`src/rtl/vco_adc_pkg.sv`:
```
// Shared definitions for the vco_adc sample reader: default widths, the capture
// state encoding and a constant-function log2.
package vco_adc_pkg;

    localparam int DATA_W_DEF = 32;

    typedef enum logic [1:0] {
        ST_IDLE    = 2'd0,
        ST_SETTLE  = 2'd1,
        ST_CAPTURE = 2'd2,
        ST_STOPPED = 2'd3
    } state_e;

    // Smallest r with 2**r >= v; usable in parameter expressions.
    function automatic int clog2(input int v);
        int r;
        r = 0;
        for (int i = 0; i < 32; i++) begin
            if ((1 << r) < v) begin
                r = r + 1;
            end
        end
        return r;
    endfunction

endpackage

```
`src/rtl/vco_adc_reader_if.sv`:
```
// Sample stream in and pop handshake out, bundled between the vco_adc side
// (master) and the reader block (slave).
interface vco_adc_reader_if #(
    parameter int DATA_W = vco_adc_pkg::DATA_W_DEF
);
    logic [DATA_W-1:0] data_in;
    logic              data_valid_in;
    logic              rd_en_in;
    logic [DATA_W-1:0] rd_data_out;
    logic              rd_valid_out;

    modport master (
        output data_in, data_valid_in, rd_en_in,
        input  rd_data_out, rd_valid_out
    );

    modport slave (
        input  data_in, data_valid_in, rd_en_in,
        output rd_data_out, rd_valid_out
    );
endinterface

```
`src/rtl/vco_adc_reader_fifo.sv`:
```
// DEPTH x DATA_W sample buffer with occupancy tracking and a registered read port.
// push_i/pop_i arrive already qualified by the caller; flush_i wins over both.
module vco_adc_reader_fifo #(
    parameter int DATA_W = 32,
    parameter int DEPTH  = 16,
    parameter int ADDR_W = 4,
    parameter int LVL_W  = 5
) (
    input  logic              clk,
    input  logic              rst_n,
    input  logic              flush_i,
    input  logic              push_i,
    input  logic              pop_i,
    input  logic [DATA_W-1:0] wdata_i,
    output logic [DATA_W-1:0] rdata_o,
    output logic              rvalid_o,
    output logic [LVL_W-1:0]  level_o,
    output logic              empty_o,
    output logic              full_o
);
    logic [DATA_W-1:0] mem_q [DEPTH];
    logic [ADDR_W-1:0] wr_ptr_q, wr_ptr_d, rd_ptr_q, rd_ptr_d;
    logic [LVL_W-1:0]  level_q, level_d;
    logic [DATA_W-1:0] rdata_q, rdata_d;
    logic              rvalid_q, rvalid_d;

    // Next pointer/level/read-port values.
    always_comb begin
        wr_ptr_d = wr_ptr_q;
        rd_ptr_d = rd_ptr_q;
        level_d  = level_q;
        rdata_d  = rdata_q;
        rvalid_d = 1'b0;
        if (flush_i) begin
            wr_ptr_d = '0;
            rd_ptr_d = '0;
            level_d  = '0;
        end else begin
            if (push_i) begin
                wr_ptr_d = wr_ptr_q + ADDR_W'(1);
            end else begin
                wr_ptr_d = wr_ptr_q;
            end
            if (pop_i) begin
                rd_ptr_d = rd_ptr_q + ADDR_W'(1);
                rdata_d  = mem_q[rd_ptr_q];
                rvalid_d = 1'b1;
            end else begin
                rd_ptr_d = rd_ptr_q;
            end
            case ({push_i, pop_i})
                2'b10:   level_d = level_q + LVL_W'(1);
                2'b01:   level_d = level_q - LVL_W'(1);
                default: level_d = level_q;
            endcase
        end
    end

    // Control and read-port registers.
    always_ff @(posedge clk or negedge rst_n) begin
        if (!rst_n) begin
            wr_ptr_q <= '0;
            rd_ptr_q <= '0;
            level_q  <= '0;
            rdata_q  <= '0;
            rvalid_q <= 1'b0;
        end else begin
            wr_ptr_q <= wr_ptr_d;
            rd_ptr_q <= rd_ptr_d;
            level_q  <= level_d;
            rdata_q  <= rdata_d;
            rvalid_q <= rvalid_d;
        end
    end

    // Sample storage; contents need no reset since level gates every read.
    always_ff @(posedge clk) begin
        if (push_i && !flush_i) begin
            mem_q[wr_ptr_q] <= wdata_i;
        end
    end

    assign rdata_o  = rdata_q;
    assign rvalid_o = rvalid_q;
    assign level_o  = level_q;
    assign empty_o  = (level_q == LVL_W'(0));
    assign full_o   = (level_q == LVL_W'(DEPTH));
endmodule

```
`src/rtl/vco_adc_reader.sv`:
```
// Captures vco_adc samples into a FIFO after a settle window, with oneshot or
// continuous capture and sticky overflow / saturating drop accounting.
module vco_adc_reader
    import vco_adc_pkg::*;
#(
    parameter int  DATA_W = DATA_W_DEF,
    parameter int  DEPTH  = 16,
    parameter int  SKIP   = 3,
    parameter int  CNT_W  = 16,
    localparam int ADDR_W = clog2(DEPTH),
    localparam int LVL_W  = ADDR_W + 1,
    localparam int SKIP_W = (clog2(SKIP + 1) < 1) ? 1 : clog2(SKIP + 1)
) (
    input  logic               clk,
    input  logic               rst_n,
    input  logic               enable_in,
    input  logic               oneshot_in,
    input  logic               clear_in,
    vco_adc_reader_if.slave    bus,
    output logic [LVL_W-1:0]   level_out,
    output logic               empty_out,
    output logic               full_out,
    output logic               overflow_out,
    output logic [CNT_W-1:0]   drop_count_out,
    output logic               done_out
);
    localparam logic [SKIP_W-1:0] SKIP_LD   = SKIP_W'(SKIP);
    localparam state_e            ARM_STATE = (SKIP == 0) ? ST_CAPTURE : ST_SETTLE;

    state_e             state_q, state_d;
    logic [SKIP_W-1:0]  skip_q, skip_d;
    logic [CNT_W-1:0]   drop_q, drop_d;
    logic               overflow_q, overflow_d;
    logic               done_q, done_d;
    logic               fifo_full_s, fifo_empty_s;
    logic               capture_s, pop_s, push_s, blocked_s, stop_s, drop_s;

    // Full is judged before the same-cycle pop, so a pop on a full FIFO makes room.
    assign capture_s = (state_q == ST_CAPTURE) && bus.data_valid_in && !clear_in;
    assign pop_s     = bus.rd_en_in && !fifo_empty_s && !clear_in;
    assign push_s    = capture_s && (!fifo_full_s || pop_s);
    assign blocked_s = capture_s && fifo_full_s && !pop_s;
    assign stop_s    = blocked_s && oneshot_in;
    assign drop_s    = blocked_s && !oneshot_in;

    // State and flag registers.
    always_ff @(posedge clk or negedge rst_n) begin
        if (!rst_n) begin
            state_q    <= ST_IDLE;
            skip_q     <= '0;
            drop_q     <= '0;
            overflow_q <= 1'b0;
            done_q     <= 1'b0;
        end else begin
            state_q    <= state_d;
            skip_q     <= skip_d;
            drop_q     <= drop_d;
            overflow_q <= overflow_d;
            done_q     <= done_d;
        end
    end

    // Next state and settle countdown.
    always_comb begin
        state_d = state_q;
        skip_d  = skip_q;
        if (clear_in) begin
            skip_d  = SKIP_LD;
            state_d = enable_in ? ARM_STATE : ST_IDLE;
        end else if (!enable_in) begin
            state_d = ST_IDLE;
        end else begin
            case (state_q)
                ST_IDLE: begin
                    skip_d  = SKIP_LD;
                    state_d = ARM_STATE;
                end
                ST_SETTLE: begin
                    if (bus.data_valid_in) begin
                        if (skip_q <= SKIP_W'(1)) begin
                            skip_d  = '0;
                            state_d = ST_CAPTURE;
                        end else begin
                            skip_d = skip_q - SKIP_W'(1);
                        end
                    end else begin
                        skip_d = skip_q;
                    end
                end
                ST_CAPTURE: state_d = stop_s ? ST_STOPPED : ST_CAPTURE;
                ST_STOPPED: state_d = ST_STOPPED;
                default:    state_d = ST_IDLE;
            endcase
        end
    end

    // Overflow, drop count and done flags.
    always_comb begin
        overflow_d = overflow_q;
        drop_d     = drop_q;
        done_d     = done_q;
        if (clear_in) begin
            overflow_d = 1'b0;
            drop_d     = '0;
            done_d     = 1'b0;
        end else begin
            if (drop_s) begin
                overflow_d = 1'b1;
                drop_d     = (&drop_q) ? drop_q : drop_q + CNT_W'(1);
            end else begin
                drop_d = drop_q;
            end
            if (stop_s) begin
                done_d = 1'b1;
            end else begin
                done_d = done_q;
            end
        end
    end

    vco_adc_reader_fifo #(
        .DATA_W (DATA_W),
        .DEPTH  (DEPTH),
        .ADDR_W (ADDR_W),
        .LVL_W  (LVL_W)
    ) u_fifo (
        .clk      (clk),
        .rst_n    (rst_n),
        .flush_i  (clear_in),
        .push_i   (push_s),
        .pop_i    (pop_s),
        .wdata_i  (bus.data_in),
        .rdata_o  (bus.rd_data_out),
        .rvalid_o (bus.rd_valid_out),
        .level_o  (level_out),
        .empty_o  (fifo_empty_s),
        .full_o   (fifo_full_s)
    );

    assign empty_out      = fifo_empty_s;
    assign full_out       = fifo_full_s;
    assign overflow_out   = overflow_q;
    assign drop_count_out = drop_q;
    assign done_out       = done_q;
endmodule

```
`src/flat_wrapper.sv`:
```
// flat-port wrapper written by rule: the top's interface ports become plain ports
module vco_adc_reader_flat import vco_adc_pkg::*;
#(
    parameter int  DATA_W = DATA_W_DEF,
    parameter int  DEPTH  = 16,
    parameter int  SKIP   = 3,
    parameter int  CNT_W  = 16,
    localparam int ADDR_W = clog2(DEPTH),
    localparam int LVL_W  = ADDR_W + 1,
    localparam int SKIP_W = (clog2(SKIP + 1) < 1) ? 1 : clog2(SKIP + 1)
)
  (clk, rst_n, enable_in, oneshot_in, clear_in, level_out, empty_out, full_out, overflow_out, drop_count_out, done_out, bus_data_in, bus_data_valid_in, bus_rd_en_in, bus_rd_data_out, bus_rd_valid_out);
  vco_adc_reader_if #(.DATA_W(DATA_W)) bus_i ();
  input  logic clk;
  input  logic rst_n;
  input  logic enable_in;
  input  logic oneshot_in;
  input  logic clear_in;
  output logic [LVL_W-1:0] level_out;
  output logic empty_out;
  output logic full_out;
  output logic overflow_out;
  output logic [CNT_W-1:0] drop_count_out;
  output logic done_out;
  input wire logic [$bits(bus_i.data_in)-1:0] bus_data_in;
  input wire logic [$bits(bus_i.data_valid_in)-1:0] bus_data_valid_in;
  input wire logic [$bits(bus_i.rd_en_in)-1:0] bus_rd_en_in;
  output wire logic [$bits(bus_i.rd_data_out)-1:0] bus_rd_data_out;
  output wire logic [$bits(bus_i.rd_valid_out)-1:0] bus_rd_valid_out;
  assign bus_i.data_in = bus_data_in;
  assign bus_i.data_valid_in = bus_data_valid_in;
  assign bus_i.rd_en_in = bus_rd_en_in;
  assign bus_rd_data_out = bus_i.rd_data_out;
  assign bus_rd_valid_out = bus_i.rd_valid_out;
  vco_adc_reader #(.DATA_W(DATA_W), .DEPTH(DEPTH), .SKIP(SKIP), .CNT_W(CNT_W)) u_core (.clk(clk), .rst_n(rst_n), .enable_in(enable_in), .oneshot_in(oneshot_in), .clear_in(clear_in), .bus(bus_i), .level_out(level_out), .empty_out(empty_out), .full_out(full_out), .overflow_out(overflow_out), .drop_count_out(drop_count_out), .done_out(done_out));
endmodule
```
`config.mk`:
```
export PLATFORM = sky130hd
export DESIGN_NAME = vco_adc_reader_flat
export DESIGN_NICKNAME = d
export VERILOG_FILES = /design/src/rtl/vco_adc_pkg.sv /design/src/rtl/vco_adc_reader_if.sv /design/src/rtl/vco_adc_reader_fifo.sv /design/src/rtl/vco_adc_reader.sv /design/src/flat_wrapper.sv
export SDC_FILE = /design/constraint.sdc
export NUM_CORES = 1
export LEC_CHECK = 0
export ABC_AREA = 1
export ABC_CLOCK_PERIOD_IN_PS = 7000
export BUFFER_PORTS_ARGS = -buffer_cell sky130_fd_sc_hd__buf_2
export CORE_MARGIN = 2
export CORE_UTILIZATION = 51
export CTS_BUF_LIST = sky130_fd_sc_hd__clkbuf_8
export DETAILED_ROUTE_END_ITERATION = 8
export HOLD_SLACK_MARGIN = 0.1
export PLACE_DENSITY = 0.72
export SLEW_MARGIN = 0
export SYNTH_ARGS = -nofsm -noshare
export SYNTH_HDL_FRONTEND = slang
export SYNTH_SLANG_ARGS = --single-unit
export TNS_END_PERCENT = 1
```
`constraint.sdc`:
```
create_clock -name clk -period 7 [get_ports clk]
set_clock_uncertainty 0.15 [all_clocks]
set_input_delay 1.4 -clock clk [delete_from_list [all_inputs] [get_ports clk]]
set_output_delay 1.4 -clock clk [all_outputs]
set_load 0.02 [all_outputs]
```
==> impl_metrics.xml, run 1 <==
<?xml version="1.0" encoding="UTF-8"?>
<metrics>
  <group name="synthesis">
    <metric name="postSynthCellCount" unit="">2022</metric>
    <metric name="synth_enable_flop_cells" unit="">512</metric>
    <metric name="yosys-top-cells-area" unit="">edfxtp_1 (65%), nand2_1 (9.4%), dfrtp_1 (7.2%), nand3_1 (3.5%), nor2_1 (2.2%)</metric>
    <metric name="ys_top_cells_by_count" unit="">nand2_1 (593), edfxtp_1 (512), nand3_1 (166)</metric>
    <metric name="post-synth-top-area-fraction" unit="%">64.8</metric>
    <metric name="yosysTopAreaCell" unit="">edfxtp_1</metric>
    <metric name="synth_cell_type_count" unit="">44</metric>
    <metric name="post_synth_instance_area" unit="um2">23700</metric>
    <metric name="synthesis.area_per_instance" unit="um2">11.7</metric>
    <metric name="ys_seq_elements" unit="">580</metric>
    <metric name="synth_flop_cell" unit="">edfxtp_1</metric>
    <metric name="yosysMostFrequentCell" unit="">nand2_1</metric>
    <metric name="ys.warnings.count" unit="">0</metric>
    <metric name="ys_async_sr_fraction" unit="%">11.7</metric>
    <metric name="ys_seq_area_share" unit="%">72.0</metric>
    <metric name="syn_nets" unit="">2071</metric>
  </group>
  <group name="drt">
    <metric name="wire_per_inst" unit="um">19.4</metric>
    <metric name="routed-wl-met3" unit="um">3260</metric>
    <metric name="via_per_inst" unit="">5.54</metric>
    <metric name="drt-pass1-iter-count" unit="">7</metric>
    <metric name="met1Wirelength" unit="um">22300</metric>
    <metric name="drt_wl_total" unit="um">54400</metric>
    <metric name="drcViolationCount" unit="">0</metric>
    <metric name="antenna_violating_nets_post_route" unit="">0</metric>
    <metric name="topRoutingLayerUsed" unit="">met4</metric>
    <metric name="detail_route.iter0.violations" unit="">1375</metric>
    <metric name="detailroute.via_count" unit="">15500</metric>
    <metric name="routed-wl-met2" unit="um">27400</metric>
  </group>
  <group name="placement">
    <metric name="placedCellCount" unit="">2626</metric>
    <metric name="port_buffers" unit="">96</metric>
    <metric name="hpwlAfterDp" unit="um">29200</metric>
    <metric name="placer_congestion" unit="">0.811</metric>
  </group>
  <group name="sta">
    <metric name="report.final.slew_viol_count" unit="">0</metric>
    <metric name="setup_tns" unit="ns">0</metric>
    <metric name="maxSlewHeadroom" unit="%">18.8</metric>
    <metric name="finalHoldViolations" unit="">0</metric>
    <metric name="timing.fmax" unit="MHz">246</metric>
    <metric name="grt_setup_unrepaired" unit="">no</metric>
    <metric name="post-route-period-util" unit="%">58.0</metric>
    <metric name="finalCriticalPeriod" unit="ns">4.06</metric>
    <metric name="worstMarginPinSlew" unit="ns">1.22</metric>
    <metric name="setup-violations-final" unit="">0</metric>
  </group>
  <group name="clock_network">
    <metric name="worst_setup_hold_path_clk_slew" unit="ns">0.06</metric>
    <metric name="post_cts_resize_count" unit="">0</metric>
    <metric name="cts.htree.levels" unit="">3</metric>
    <metric name="clk_root_buffer_cell" unit="">clkbuf_8</metric>
    <metric name="cts_tree" unit="">yes</metric>
    <metric name="cts.sinks" unit="">580</metric>
    <metric name="insertion_delay" unit="ns">0.66</metric>
    <metric name="cts_hold_buf" unit="">0</metric>
    <metric name="cts_post_setup_buffers_inserted" unit="">0</metric>
    <metric name="max-clock-path-buffers" unit="">3</metric>
    <metric name="cts_inserted_buffers" unit="">95</metric>
  </group>
  <group name="floorplanning">
    <metric name="die_h" unit="um">220</metric>
    <metric name="site_rows" unit="">79</metric>
    <metric name="chipWidth" unit="um">220</metric>
    <metric name="start_util" unit="%">51.3</metric>
    <metric name="design.core.area" unit="um2">46300</metric>
    <metric name="top_level_ports" unit="">97</metric>
    <metric name="die-area" unit="um2">48300</metric>
  </group>
  <group name="cells_and_area">
    <metric name="num-nets-final" unit="">2165</metric>
    <metric name="area_growth" unit="%">11.3</metric>
    <metric name="fin_cells" unit="">2799</metric>
    <metric name="antenna-diode-count" unit="">0</metric>
    <metric name="layout-drive-gt1-share" unit="%">12.3</metric>
  </group>
  <group name="setup_path">
    <metric name="r2r-start" unit="">u_core.u_fifo.rd_ptr_q[0]</metric>
    <metric name="criticalPathCategory" unit="">input port to register</metric>
    <metric name="crit_required" unit="ns">7.10</metric>
    <metric name="end_kind" unit="">register</metric>
    <metric name="crit_path_max_fo" unit="">37</metric>
    <metric name="worst_setup_path_start_kind" unit="">input port</metric>
    <metric name="timing.critical_path.arrival" unit="ns">4.16</metric>
    <metric name="timing.critical_path.from" unit="">clear_in</metric>
  </group>
  <group name="min_path">
    <metric name="holdCritStartpoint" unit="">u_core.u_fifo.rdata_o[28]</metric>
    <metric name="hold_class" unit="">register to register</metric>
  </group>
  <group name="grt">
    <metric name="global_route_total_usage_across_every_layer" unit="%">22.7</metric>
    <metric name="antenna_violations_before_repair" unit="">0</metric>
    <metric name="grt_pass1_wl" unit="um">84100</metric>
    <metric name="grt_max_degree" unit="">128</metric>
    <metric name="via_count_of_the_first_global_routing_pass" unit="">15400</metric>
    <metric name="global_route.overflow_total" unit="">0</metric>
  </group>
  <group name="power_and_ir_drop">
    <metric name="p_leak" unit="nW">10.1</metric>
    <metric name="ir_worst_vdd" unit="V">0.000165</metric>
    <metric name="ratio_of_total_power_to_cell_area" unit="nW/um2">321</metric>
  </group>
  <group name="run_status">
    <metric name="run_status" unit="">complete, no violations</metric>
  </group>
  <group name="flow_run">
    <metric name="max_cap_viol_count" unit="">0</metric>
  </group>
</metrics>
-- through the flow --
step	total power (W)	cell area, um2	hold slack [ns]	utilization [%]	setup WS (ns)
after global placement	0.00577	24600	0.311	53.2	2.31
after detailed placement	0.00582	24600	0.316	53.2	2.24
after floorplan	0.00532	23700	0.302	-	2.93
final	0.00848	26400	0.327	57.1	2.94
after global routing	0.00888	26400	0.350	57.1	2.69
after CTS	0.00853	26400	0.331	57.1	2.95
-- layout make-up --
class                   count  area, um2
well taps                 607        759
repair buffers            106        558
inverters                  74        288
clock inverters            64        279
clock buffers             109       1500
multi-input cells        1259       5940
flip-flops and latches    580      17100
fillers                  3701      19900
-- routing by layer --
metal  vias to the layer above  global-route usage [%]
met1                      7566                    29.4
met5                         -                       0
met3                       109                    3.57
met4                         0                    8.41
met2                       557                    38.9
li1                       7273                       -
-- sequential cells by signal, summed over array words and instances, names as in the netlist --
signal	cells
u_core.u_fifo.mem_q	512
u_core.u_fifo.rdata_o	32
u_core.drop_count_out	16
u_core.u_fifo.rd_ptr_q	4
u_core.overflow_out	1
u_core.done_out	1
u_core.u_fifo.rvalid_o	1
u_core.skip_q	2
u_core.u_fifo.wr_ptr_q	4
u_core.state_q	2
u_core.u_fifo.level_o	5
-- power breakdown --
group          internal (W)  switching (W)
registers           0.00387       0.000148
clock network       0.00142        0.00131
logic              0.000513        0.00122
-- placed cells by master (no fill, tap or decap), drive strengths merged, types with 2 or more instances in the layout --
cell type,n
nand2,597
edfxtp,512
nand3,169
nor2,147
inv,118
clkbuf,109
o21ai,107
buf,106
a21oi,102
dfrtp,68
o211ai,32
o22ai,32
a21boi,32
clkinv,16
ha,9
nand4,8
xor2,7
nor3,4
clkinvlp,4
and2,3
a31oi,2
o21bai,2
-- worst max-delay path, cell delays in order --
cell	delay, ns
buf_2	0.26
inv_6	0.24
nand3_4	0.51
nand2_1	0.19
nand2_1	0.09
inv_1	0.17
nand2_1	0.28
nor2_4	0.99
-- path summary, 6_finish.rpt --
check / slack (ns) / cells past startpoint / end
worst min register to register: 0.33 / 2 / u_core.u_fifo.rdata_o[28]
worst max-delay path: 2.94 / 8 / u_core.u_fifo.mem_q[9][17]
max in group asynchronous: 5.20 / 1 / u_core.u_fifo.rd_ptr_q[0]
worst min-delay path: 0.33 / 2 / u_core.u_fifo.rdata_o[28]
worst max register to register: 3.39 / 8 / u_core.u_fifo.rdata_o[23]
min in group asynchronous: 0.75 / 1 / u_core.drop_count_out[10]
-- kinds of logic after synthesis --
group           count (synthesis)  share of synthesized area (%)
flops                         580                           72.0
xor+xnor                        8                          0.295
fa+ha+maj                      10                          0.559
compound gates                311                           7.48
simple gates                  930                           16.2
buf+inv                       183                           3.51
No activity file was read; power rests on OpenSTA's default activity.
==> inputs of run 2 (changes only) <==
Settings changed: ABC_CLOCK_PERIOD_IN_PS 7000 to 3700, PLACE_DENSITY 0.72 to 0.74.
Clock period 7 ns to 3.7 ns, I/O delays scaled along.
==> impl_metrics.xml, run 2 (synthesis results as in run 1) <==
<?xml version="1.0" encoding="UTF-8"?>
<metrics>
  <group name="min_path">
    <metric name="hold_class" unit="">input port to register</metric>
  </group>
  <group name="drt">
    <metric name="topRoutingLayerUsed" unit="">met4</metric>
    <metric name="wire_per_inst" unit="um">20.0</metric>
    <metric name="drt-pass1-iter-count" unit="">5</metric>
    <metric name="antenna_violating_nets_post_route" unit="">0</metric>
    <metric name="routed-wl-met2" unit="um">27400</metric>
    <metric name="routed-wl-met3" unit="um">4680</metric>
    <metric name="drcViolationCount" unit="">0</metric>
    <metric name="drt_wl_total" unit="um">56400</metric>
    <metric name="via_per_inst" unit="">5.63</metric>
    <metric name="detailroute.via_count" unit="">15900</metric>
    <metric name="met1Wirelength" unit="um">22900</metric>
    <metric name="detail_route.iter0.violations" unit="">1708</metric>
  </group>
  <group name="power_and_ir_drop">
    <metric name="p_leak" unit="nW">10.3</metric>
    <metric name="ir_worst_vdd" unit="V">0.000561</metric>
    <metric name="ratio_of_total_power_to_cell_area" unit="nW/um2">601</metric>
  </group>
  <group name="grt">
    <metric name="grt_max_degree" unit="">259</metric>
    <metric name="global_route.overflow_total" unit="">0</metric>
    <metric name="global_route_total_usage_across_every_layer" unit="%">23.7</metric>
    <metric name="via_count_of_the_first_global_routing_pass" unit="">15600</metric>
    <metric name="grt_pass1_wl" unit="um">87300</metric>
    <metric name="antenna_violations_before_repair" unit="">0</metric>
  </group>
  <group name="placement">
    <metric name="placer_congestion" unit="">0.837</metric>
    <metric name="place_ws" unit="ns">0.724</metric>
    <metric name="hpwlAfterDp" unit="um">32000</metric>
    <metric name="port_buffers" unit="">96</metric>
  </group>
  <group name="floorplanning">
    <metric name="top_level_ports" unit="">97</metric>
    <metric name="die_h" unit="um">220</metric>
    <metric name="chipWidth" unit="um">220</metric>
    <metric name="start_util" unit="%">51.3</metric>
    <metric name="site_rows" unit="">79</metric>
    <metric name="die-area" unit="um2">48300</metric>
    <metric name="design.core.area" unit="um2">46300</metric>
  </group>
  <group name="sta">
    <metric name="setup_tns" unit="ns">0</metric>
    <metric name="hold_ws" unit="ns">0.199</metric>
    <metric name="maxSlewHeadroom" unit="%">6.66</metric>
    <metric name="timing.fmax" unit="MHz">381</metric>
    <metric name="post-route-period-util" unit="%">70.9</metric>
    <metric name="worstMarginPinSlew" unit="ns">1.40</metric>
    <metric name="grt_setup_unrepaired" unit="">no</metric>
    <metric name="report.final.slew_viol_count" unit="">0</metric>
    <metric name="final.setup.worst_slack" unit="ns">1.08</metric>
    <metric name="finalHoldViolations" unit="">0</metric>
    <metric name="finalCriticalPeriod" unit="ns">2.62</metric>
    <metric name="setup-violations-final" unit="">0</metric>
  </group>
  <group name="setup_path">
    <metric name="crit_path_max_fo" unit="">5</metric>
    <metric name="criticalPathCategory" unit="">register to output port</metric>
    <metric name="timing.critical_path.arrival" unit="ns">1.73</metric>
    <metric name="crit_required" unit="ns">2.81</metric>
    <metric name="worst_setup_path_start_kind" unit="">register</metric>
    <metric name="rrSetupSlack" unit="ns">1.15</metric>
    <metric name="end_kind" unit="">output port</metric>
  </group>
  <group name="cells_and_area">
    <metric name="largest_register_ffs" unit="">512</metric>
    <metric name="num-nets-final" unit="">2191</metric>
    <metric name="n_fill_cell" unit="">3701</metric>
    <metric name="layout_commonest_cell" unit="">nand2_1</metric>
    <metric name="most_used_cells_in_the_layout_excluding_fill_and_tap_cells" unit="">nand2_1 (592), edfxtp_1 (512), nand3_1 (166), nor2_1 (124), a21oi_1 (102)</metric>
    <metric name="antenna-diode-count" unit="">0</metric>
    <metric name="regMostFlops" unit="">u_core.u_fifo.mem_q</metric>
    <metric name="layout-drive-gt1-share" unit="%">13.2</metric>
    <metric name="area_growth" unit="%">12.6</metric>
    <metric name="fin_util" unit="%">57.8</metric>
  </group>
  <group name="clock_network">
    <metric name="cts_inserted_buffers" unit="">91</metric>
    <metric name="cts.htree.levels" unit="">3</metric>
    <metric name="insertion_delay" unit="ns">0.66</metric>
    <metric name="worst_setup_hold_path_clk_slew" unit="ns">0.06</metric>
    <metric name="clk_root_buffer_cell" unit="">clkbuf_8</metric>
    <metric name="cts_post_setup_buffers_inserted" unit="">0</metric>
    <metric name="cts_tree" unit="">yes</metric>
    <metric name="cts.sinks" unit="">580</metric>
    <metric name="max-clock-path-buffers" unit="">3</metric>
  </group>
  <group name="run_status">
    <metric name="run_status" unit="">complete, no violations</metric>
  </group>
  <group name="flow_run">
    <metric name="max_cap_viol_count" unit="">0</metric>
  </group>
</metrics>
run 2: path summary, 6_finish.rpt:
| check | startpoint | endpoint | depth (start not counted) |
|---|---|---|---|
| setup / recovery | u_core.u_fifo.level_o[0] | full_out | 4 |
| hold / removal | enable_in | u_core.state_q[1] | 3 |
| setup reg to reg | u_core.u_fifo.rd_ptr_q[0] | u_core.u_fifo.rdata_o[5] | 7 |
| hold reg to reg | u_core.u_fifo.rdata_o[27] | u_core.u_fifo.rdata_o[27] | 2 |
| max in group asynchronous | rst_n | u_core.u_fifo.rdata_o[10] | 3 |
| min in group asynchronous | rst_n | u_core.u_fifo.rdata_o[7] | 2 |
run 2: area by class of cell:
type	instances	area (um2)	share of cell area, %
Timing Repair Buffer	136	948	3.55
Sequential cell	580	17100	63.9
Tap cell	607	759	2.84
Clock inverter	70	383	1.43
Inverter	74	288	1.08
Clock buffer	96	1320	4.94
Multi-Input combinational cell	1259	5940	22.2
run 2: worst max-delay path: stages, from the launching register on:
cell and delay (ns):
dfrtp_1 0.45, nor2_2 0.17, nand3_1 0.15, inv_1 0.13, buf_2 0.18
run 2: through the flow:
step                      total power [W]  cells  area [um2]
after global routing               0.0168   2822       26700
after global placement             0.0110   2655       25000
after CTS                          0.0161   2822       26700
final                              0.0161   2822       26700
after detailed placement           0.0111   2655       25000
after floorplan                    0.0101   2022       23700
run 2: where the power goes:
part           internal (W)  switching (W)  total [W]  leakage, nW
Clock               0.00261        0.00247    0.00508        0.982
Sequential          0.00732       0.000170    0.00749         5.48
Combinational       0.00103        0.00245    0.00348         3.79
Total                0.0110        0.00508     0.0161         10.3
run 2: layer usage:
| layer | track usage (%) | vias to the layer above |
|---|---|---|
| li1 | - | 7326 |
| met1 | 31.8 | 7772 |
| met2 | 38.7 | 670 |
| met3 | 4.64 | 118 |
| met4 | 8.66 | 0 |
| met5 | 0 | - |
run 2: repair_timing:
action                    in CTS  in global routing
hold buffers                   1                  0
gates resized for setup        0                  0
hold endpoints to repair      52                  0
==> inputs of run 3 (changes only) <==
Settings changed: ABC_CLOCK_PERIOD_IN_PS 3700 to 2500, PLACE_DENSITY 0.74 to 0.72.
Clock period 3.7 ns to 2.5 ns, I/O delays scaled along.
==> impl_metrics.xml, run 3 (synthesis results as in run 1) <==
<?xml version="1.0" encoding="UTF-8"?>
<metrics>
  <group name="cells_and_area">
    <metric name="largest_register_ffs" unit="">512</metric>
    <metric name="num-nets-final" unit="">2243</metric>
    <metric name="most_used_cells_in_the_layout_excluding_fill_and_tap_cells" unit="">nand2_1 (590), edfxtp_1 (512), nand3_1 (166), nor2_1 (124), inv_1 (103)</metric>
    <metric name="layout_commonest_cell" unit="">nand2_1</metric>
    <metric name="fin_cells" unit="">2872</metric>
    <metric name="regMostFlops" unit="">u_core.u_fifo.mem_q</metric>
    <metric name="area_growth" unit="%">15.5</metric>
    <metric name="fin_util" unit="%">59.2</metric>
    <metric name="layout-drive-gt1-share" unit="%">13.8</metric>
  </group>
  <group name="floorplanning">
    <metric name="top_level_ports" unit="">97</metric>
    <metric name="site_rows" unit="">79</metric>
    <metric name="die_h" unit="um">220</metric>
    <metric name="start_util" unit="%">51.3</metric>
    <metric name="die-area" unit="um2">48300</metric>
    <metric name="chipWidth" unit="um">220</metric>
    <metric name="design.core.area" unit="um2">46300</metric>
  </group>
  <group name="sta">
    <metric name="report.final.slew_viol_count" unit="">0</metric>
    <metric name="finalCriticalPeriod" unit="ns">2.41</metric>
    <metric name="worstMarginPinSlew" unit="ns">0.899</metric>
    <metric name="setup-violations-final" unit="">0</metric>
    <metric name="maxSlewHeadroom" unit="%">40.1</metric>
    <metric name="post-route-period-util" unit="%">96.3</metric>
    <metric name="timing.fmax" unit="MHz">415</metric>
    <metric name="grt_setup_unrepaired" unit="">no</metric>
    <metric name="finalHoldViolations" unit="">0</metric>
  </group>
  <group name="setup_path">
    <metric name="end_kind" unit="">output port</metric>
    <metric name="crit_path_max_fo" unit="">4</metric>
    <metric name="r2r-start" unit="">u_core.u_fifo.level_o[1]</metric>
    <metric name="critical-path-max-stage-delay" unit="ns">0.44</metric>
    <metric name="worst_setup_path_start_kind" unit="">register</metric>
    <metric name="rr_worst_depth" unit="">10</metric>
    <metric name="crit_required" unit="ns">1.85</metric>
    <metric name="rrSetupSlack" unit="ns">0.19</metric>
    <metric name="path_cells" unit="">nor2_2, nand3_1, inv_1, buf_2</metric>
    <metric name="criticalPathCategory" unit="">register to output port</metric>
    <metric name="timing.critical_path.arrival" unit="ns">1.76</metric>
    <metric name="crit_slowest_cell" unit="">dfrtp_1</metric>
    <metric name="r2r-end" unit="">u_core.u_fifo.mem_q[1][8]</metric>
    <metric name="timing.critical_path.from" unit="">u_core.u_fifo.level_o[1]</metric>
  </group>
  <group name="min_path">
    <metric name="min_delay_path_depth" unit="">1</metric>
    <metric name="whs_endpoint" unit="">u_core.u_fifo.mem_q[6][22]</metric>
    <metric name="holdCritStartpoint" unit="">bus_data_in[22]</metric>
    <metric name="hold_class" unit="">input port to register</metric>
  </group>
  <group name="drt">
    <metric name="detail_route.iter0.violations" unit="">1920</metric>
    <metric name="drt_wl_total" unit="um">56800</metric>
    <metric name="antenna_violating_nets_post_route" unit="">0</metric>
    <metric name="detailroute.via_count" unit="">16100</metric>
    <metric name="wire_per_inst" unit="um">19.8</metric>
    <metric name="via_per_inst" unit="">5.59</metric>
    <metric name="drcViolationCount" unit="">0</metric>
    <metric name="drt-pass1-iter-count" unit="">6</metric>
  </group>
  <group name="power_and_ir_drop">
    <metric name="internal_portion_of_total_power" unit="W">0.0163</metric>
    <metric name="power_switching" unit="W">0.00762</metric>
    <metric name="ratio_of_total_power_to_cell_area" unit="nW/um2">873</metric>
    <metric name="power_switching_share" unit="%">31.9</metric>
    <metric name="p_leak" unit="nW">10.6</metric>
    <metric name="power.combinational.fraction" unit="%">22.8</metric>
    <metric name="p_total" unit="W">0.0239</metric>
    <metric name="pwr-share-seq" unit="%">46.4</metric>
    <metric name="power.share.clock" unit="%">30.8</metric>
    <metric name="ir_worst_vdd" unit="V">0.000536</metric>
  </group>
  <group name="placement">
    <metric name="placedCellCount" unit="">2677</metric>
    <metric name="port_buffers" unit="">96</metric>
    <metric name="placer_congestion" unit="">0.929</metric>
    <metric name="hpwlAfterDp" unit="um">34900</metric>
  </group>
  <group name="grt">
    <metric name="antenna_violations_before_repair" unit="">0</metric>
    <metric name="global_route_total_usage_across_every_layer" unit="%">23.8</metric>
    <metric name="via_count_of_the_first_global_routing_pass" unit="">15500</metric>
    <metric name="grt_pass1_wl" unit="um">86900</metric>
    <metric name="grt_max_degree" unit="">113</metric>
    <metric name="global_route.overflow_total" unit="">0</metric>
  </group>
  <group name="clock_network">
    <metric name="insertion_delay" unit="ns">0.66</metric>
    <metric name="cts.sinks" unit="">580</metric>
    <metric name="worst_setup_hold_path_clk_slew" unit="ns">0.06</metric>
    <metric name="cts_inserted_buffers" unit="">92</metric>
    <metric name="max-clock-path-buffers" unit="">3</metric>
    <metric name="cts.htree.levels" unit="">3</metric>
    <metric name="cts_tree" unit="">yes</metric>
    <metric name="cts_post_setup_buffers_inserted" unit="">0</metric>
    <metric name="clk_root_buffer_cell" unit="">clkbuf_8</metric>
  </group>
  <group name="flow_run">
    <metric name="max_cap_viol_count" unit="">0</metric>
  </group>
  <group name="run_status">
    <metric name="run_status" unit="">complete, no violations</metric>
  </group>
</metrics>
run 3: worst max-delay path by stage:
stage,endpoint,slack [ns],cells after the start
after detailed placement,u_core.u_fifo.mem_q[4][26],-0.12,9
final,full_out,0.09,4
after CTS,u_core.u_fifo.mem_q[4][27],0.02,10
after global routing,u_core.u_fifo.level_o[4],0.008,14
after global placement,u_core.u_fifo.mem_q[4][26],-0.04,9
after floorplan,u_core.u_fifo.mem_q[0][0],-0.19,8
run 3: layer usage:
| metal | track usage (%) | vias to the layer above | part of all wire (%) |
|---|---|---|---|
| li1 | - | 7418 | - |
| met1 | 34.2 | 7823 | 43 |
| met2 | 35.9 | 738 | 45 |
| met3 | 5.91 | 86 | 9.9 |
| met4 | 7.92 | 0 | 1.8 |
| met5 | 0 | - | 0 |
run 3: repair_timing:
item / CTS / global route
gates resized for setup: 0 / 4
hold buffers: 30 / 0
endpoints found under the setup margin: 0 / 147
hold endpoints to repair: 404 / 0
run 3: stage by stage:
| stage | setup slack (ns) | instance area, um2 | hold slack (ns) | TNS (ns) |
|---|---|---|---|---|
| CTS | 0.0226 | 27400 | 0.102 | 0 |
| finish | 0.0927 | 27400 | 0.129 | 0 |
| global placement | -0.0447 | 25400 | 0.308 | -1.36 |
| detailed placement | -0.118 | 25400 | 0.310 | -7.90 |
| global route | 0.00774 | 27400 | 0.116 | 0 |
| floorplan | -0.188 | 23800 | 0.0544 | -96.03 |
run 3: power by group through the flow:
stage	Sequential [W]	Clock (W)	Combinational, W
4_1_cts	0.0111	0.00749	0.00542
6_report	0.0111	0.00736	0.00545
5_1_grt	0.0111	0.00793	0.00605
3_3_place_gp	0.0113	0	0.00522
2_1_floorplan	0.0115	0	0.00336
3_5_place_dp	0.0113	0	0.00534
run 3: area by class of cell:
cell class / count / area (um2)
fill: 3643 / 18900
sequential: 580 / 17100
multi-input combinational: 1259 / 5950
timing repair buffer: 187 / 1660
clock buffer: 101 / 1390
tap: 607 / 759
inverter: 74 / 288
clock inverter: 63 / 279
antenna: 1 / 2.50
run 3: critical path, delay by kind of cell, from the launching register on:
family	cells	cell delay (ns)
AND/OR/NAND/NOR	2	0.33
flip-flops	1	0.44
buffers and inverters	2	0.32
